## config.mk

```make
export PLATFORM = sky130hd
export DESIGN_NAME = ysyx_22050078_fetch_ctrl
export DESIGN_NICKNAME = d
export VERILOG_FILES = /design/src/rtl/ysyx_22050078_fetch_ctrl.sv
export SDC_FILE = /design/constraint.sdc
export NUM_CORES = 1
export LEC_CHECK = 0
export CORE_MARGIN = 5
export CORE_UTILIZATION = 46
export CTS_CLUSTER_SIZE = 8
export DETAILED_ROUTE_END_ITERATION = 16
export PLACE_DENSITY = 0.8
export SLEW_MARGIN = 10
export SYNTH_ARGS = -nofsm -noshare
export SYNTH_HDL_FRONTEND = slang
export SYNTH_SLANG_ARGS = --single-unit
```

## constraint.sdc

```tcl
create_clock -name clk -period 6.4 [get_ports clk]
set_input_delay 1.28 -clock clk [delete_from_list [all_inputs] [get_ports clk]]
set_output_delay 1.28 -clock clk [all_outputs]
set_load 0.05 [all_outputs]
```

## src/rtl/ysyx_22050078_fetch_ctrl.sv

```systemverilog
// Instruction fetch controller: REQ/WAIT/HOLD handshake between the I-memory and the IDU, with redirects.
// Optional misaligned-fetch trap enabled by defining YSYX_22050078_FETCH_ALIGN_CHK_EN.
module ysyx_22050078_fetch_ctrl #(
    parameter int                  PC_WIDTH   = 64,
    parameter int                  INST_WIDTH = 32,
    parameter logic [PC_WIDTH-1:0] RESET_PC   = 64'h8000_0000
) (
    input  logic                  clk,
    input  logic                  rst,
    output logic                  req_valid,
    output logic [PC_WIDTH-1:0]   req_addr,
    input  logic                  req_ready,
    input  logic                  resp_valid,
    input  logic [INST_WIDTH-1:0] resp_data,
    output logic                  inst_valid,
    output logic [INST_WIDTH-1:0] inst,
    output logic [PC_WIDTH-1:0]   pc,
    input  logic                  inst_ready,
    input  logic                  redirect_valid,
    input  logic [PC_WIDTH-1:0]   redirect_pc,
    output logic                  fault
);

`ifdef YSYX_22050078_FETCH_ALIGN_CHK_EN
    localparam logic ALIGN_EN = 1'b1;
`else
    localparam logic ALIGN_EN = 1'b0;
`endif

    localparam logic [PC_WIDTH-1:0] PC_STEP = PC_WIDTH'(4);

    typedef enum logic [1:0] {
        S_REQ  = 2'd0,
        S_WAIT = 2'd1,
        S_HOLD = 2'd2
    } state_t;

    state_t                  state_q, state_d;
    logic [PC_WIDTH-1:0]     pc_q, pc_d;
    logic                    drop_q, drop_d;
    logic [INST_WIDTH-1:0]   inst_q, inst_d;
    logic [PC_WIDTH-1:0]     inst_pc_q, inst_pc_d;
    logic                    fault_q, fault_d;
    logic                    req_valid_q, req_valid_d;
    logic                    inst_valid_q, inst_valid_d;

    function automatic logic misaligned(input logic [1:0] lsb);
        misaligned = ALIGN_EN && (lsb != 2'b00);
    endfunction

    // Next-state logic: redirect outranks every other event in every state
    always_comb begin
        state_d   = state_q;
        pc_d      = pc_q;
        drop_d    = drop_q;
        inst_d    = inst_q;
        inst_pc_d = inst_pc_q;
        fault_d   = fault_q;
        case (state_q)
            S_REQ: begin
                if (redirect_valid) begin
                    pc_d = redirect_pc;
                    if (req_valid_q && req_ready) begin
                        drop_d  = 1'b1;
                        state_d = S_WAIT;
                    end else begin
                        state_d = S_REQ;
                    end
                end else begin
                    // A late response seen here is the stale one the drop flag was waiting for.
                    if (resp_valid && drop_q) begin
                        drop_d = 1'b0;
                    end else begin
                        drop_d = drop_q;
                    end
                    if (misaligned(pc_q[1:0])) begin
                        inst_d    = '0;
                        inst_pc_d = pc_q;
                        fault_d   = 1'b1;
                        state_d   = S_HOLD;
                    end else if (req_ready) begin
                        state_d = S_WAIT;
                    end else begin
                        state_d = S_REQ;
                    end
                end
            end
            S_WAIT: begin
                if (redirect_valid) begin
                    pc_d    = redirect_pc;
                    drop_d  = !resp_valid;
                    state_d = S_REQ;
                end else if (resp_valid) begin
                    if (drop_q) begin
                        drop_d  = 1'b0;
                        state_d = S_REQ;
                    end else begin
                        inst_d    = resp_data;
                        inst_pc_d = pc_q;
                        fault_d   = 1'b0;
                        state_d   = S_HOLD;
                    end
                end else begin
                    state_d = S_WAIT;
                end
            end
            S_HOLD: begin
                if (redirect_valid) begin
                    pc_d    = redirect_pc;
                    state_d = S_REQ;
                end else if (inst_ready) begin
                    pc_d    = pc_q + PC_STEP;
                    state_d = S_REQ;
                end else begin
                    state_d = S_HOLD;
                end
            end
            default: begin
                state_d = S_REQ;
            end
        endcase
        req_valid_d  = (state_d == S_REQ) && !misaligned(pc_d[1:0]);
        inst_valid_d = (state_d == S_HOLD);
    end

    // State and output registers
    always_ff @(posedge clk or posedge rst) begin
        if (rst) begin
            state_q      <= S_REQ;
            pc_q         <= RESET_PC;
            drop_q       <= 1'b0;
            inst_q       <= '0;
            inst_pc_q    <= '0;
            fault_q      <= 1'b0;
            req_valid_q  <= !misaligned(RESET_PC[1:0]);
            inst_valid_q <= 1'b0;
        end else begin
            state_q      <= state_d;
            pc_q         <= pc_d;
            drop_q       <= drop_d;
            inst_q       <= inst_d;
            inst_pc_q    <= inst_pc_d;
            fault_q      <= fault_d;
            req_valid_q  <= req_valid_d;
            inst_valid_q <= inst_valid_d;
        end
    end

    assign req_valid  = req_valid_q;
    assign req_addr   = pc_q;
    assign inst_valid = inst_valid_q;
    assign inst       = inst_q;
    assign pc         = inst_pc_q;
    assign fault      = ALIGN_EN ? fault_q : 1'b0;

endmodule

```

==> impl_metrics.env <==
export IMPL_status="finished, final reports clean"
export IMPL_layout_common_cells="clkdlybuf4s50_1 (263), dfrtp_1 (163), mux2_2 (89)"
export IMPL_grtUsageMet2_pct=40.2
export IMPL_root_buffer="clkbuf_16"
export IMPL_wl_per_cell_um=19.5
export IMPL_dieWidth_um=142
export IMPL_design_portCount=265
export IMPL_via_count=7318
export IMPL_place_congestion=0.869
export IMPL_critical_path_class="primary input to flip-flop"
export IMPL_ant_nets=0
export IMPL_grt_max_degree=77
export IMPL_p_leak_nw=4.54
export IMPL_finalCriticalPeriod_ps=3600
export IMPL_drt_total_wl_um=24500
export IMPL_clockBufferDepth=2
export IMPL_endpoint_kind="flip-flop"
export IMPL_layout_commonest_cell="clkdlybuf4s50_1"
export IMPL_coreArea_um2=17200
export IMPL_dr_pass1_iters=7
export IMPL_cts_setup_buffers=0
export IMPL_power_total_w=0.00576
export IMPL_final_max_slew_viol_count=0
export IMPL_finalCritPeriodShare_pct=56.2
export IMPL_critPathBufInv=2
export IMPL_rows=48
export IMPL_crit_top_cell="and3_1"
export IMPL_die_height_um=142
export IMPL_first_iter_violations=667
export IMPL_synth_edff_count=0
export IMPL_met1_usage_pct=31.8
export IMPL_grt_overflow=0
export IMPL_yosys_area_top_type="dfrtp_1"
export IMPL_hold_buffers=0
export IMPL_dp_hpwl_um=17400
export IMPL_gr_usage_all_layers_pct=24.7
export IMPL_synth_seq_cells=165
export IMPL_gr_max_usage_layer="met2"
export IMPL_antenna_found_initial=2
export IMPL_p_per_area_nw_per_um2=507
export IMPL_insertion_delay_ps=440
export IMPL_synth_cells=783
export IMPL_grt_pass1_wl_um=39600
export IMPL_setup_tns_ps=0
export IMPL_cp_slowest_cell="a21oi_4"
export IMPL_synth_top_cell_area_share_pct=51.2
export IMPL_yosys_warnings=0
export IMPL_grt_pass1_vias=7169
export IMPL_path_max_fanout=39
export IMPL_crit_family="buffers and inverters"
export IMPL_dieArea_um2=20100
export IMPL_portBuffers=263
export IMPL_syn_num_nets=886
export IMPL_cp_start_kind="primary input"
export IMPL_final_nets=1123
export IMPL_tightest_slew_ps=924
export IMPL_avgSynthCellArea_um2=10.2
export IMPL_yosysSeqAreaShare_pct=51.8
export IMPL_drive_gt1_share_pct=13.6
export IMPL_async_flop_share_pct=100
export IMPL_syn_cell_area_um2=7970
export IMPL_synthDistinctLibCells=52
export IMPL_synthFlopType="dfrtp_1"
export IMPL_initial_utilization_pct=46.4
export IMPL_required_ps=6770
export IMPL_drv_cap=0
export IMPL_rsz0062_at_grt="no"
export IMPL_htree_num_levels=4
export IMPL_relSlewSlack_pct=38.2
export IMPL_clkTransAtPathRegs_ps=70
export IMPL_max_stage_delay_ps=730
export IMPL_arrival_ps=3970
export IMPL_hold_path_class="flip-flop to flip-flop"
export IMPL_ctsResizeCount=0
export IMPL_cts_buffers=17
export IMPL_fmax_ghz=0.278
export IMPL_viasPerCell=5.81
export IMPL_netlist_top_cells_area="dfrtp_1 (51%), mux2_2 (13%), a21oi_1 (4.7%)"
export IMPL_timing_hold_ws_ps=487
export IMPL_cts_tree="done"
export IMPL_met3_usage_pct=6.27
export IMPL_cts_sinks=165
export IMPL_finClkSkew_ps=8.98
export IMPL_area_growth_pct=42.6
export IMPL_hold_viol_final=0
export IMPL_path_cells="clkdlybuf4s50_1 > a21oi_1 > a21oi_4 > buf_4 > and3_1 > and3_1 > o31a_1"
export IMPL_setup_viol=0
export IMPL_worst_ir_drop_vdd_uv=312
export IMPL_drc=0
==> power breakdown <==
part	internal, W	switching (W)
Clock	0.000595	0.000458
Combinational	0.00104	0.00190
Sequential	0.00144	0.000323
Total	0.00308	0.00269
==> through the flow <==
stage	std cells	util (%)	cell area (um^2)	setup WS, ps
final	1260	66.2	11400	2800
after global routing	1260	66.2	11400	2600
after CTS	1258	66.1	11400	2820
after detailed placement	1226	62.6	10800	2380
after global placement	1226	62.6	10800	2450
after floorplan	783	-	7970	662
==> cell usage after synthesis, drive strengths merged, types with 3 or more instances <==
library cell and count:
a21oi 75, a22oi 3, a2bb2oi 10, a311oi 3, a31oi 6, and2 3
and3 21, and4 14, buf 9, clkbuf 45, dfrtp 163, inv 11
mux2 89, mux2i 5, nand2 65, nand3 42, nand4 27, nor2 44
nor3 14, nor3b 3, nor4 8, o21a 3, o21ai 63, o22a 3
o22ai 16, o32ai 3, or3 12, or4 3
==> final cells by class <==
type,count,area [um^2]
Tap cell,225,282
Multi-Input combinational cell,553,3600
Fill cell,1389,5810
Timing Repair Buffer,272,2700
Inverter,11,46.3
Antenna cell,2,5.00
Clock buffer,18,439
Clock inverter,14,164
Sequential cell,165,4130
==> tightest hold or removal path, delay by kind of cell, from the launching register on <==
kind / cells / cell delay [ps]
DFF: 1 / 340
AOI/OAI and AO/OA: 1 / 60
and+or+nand+nor: 1 / 50
==> cell families after synthesis <==
logic type               share of synthesized area (%)
buffers and inverters                             3.25
AO/OA/AOI/OAI                                     14.4
adder cells (fa/ha/maj)                          0.157
other                                           0.0470
flip-flops                                        51.8
multiplexers                                      13.2
AND/OR/NAND/NOR                                   17.2
==> path summary, 6_finish.rpt <==
kind                              from  depth (start not counted)      endpoint  slack [ps]
min in group asynchronous          rst                          2      inst[30]        1220
min reg2reg                     pc[18]                          2        pc[18]         490
min                             pc[18]                          2        pc[18]         490
max in group asynchronous          rst                          3  req_addr[55]        3950
max                         inst_ready                          7  req_addr[60]        2800
max reg2reg                req_addr[3]                          7  req_addr[44]        3690
==> metal layers <==
layer,vias up,routed length [um]
met5,-,0
met4,0,621
met3,42,2160
met2,357,12000
met1,3544,9750
li1,3375,-
==> sequential cells by signal, indices dropped and copies added (netlist names) <==
register,cells
drop_q,1
inst,32
inst_valid,1
pc,64
req_addr,64
req_valid,1
state_q,2
Power figures use the tool's default switching activity.
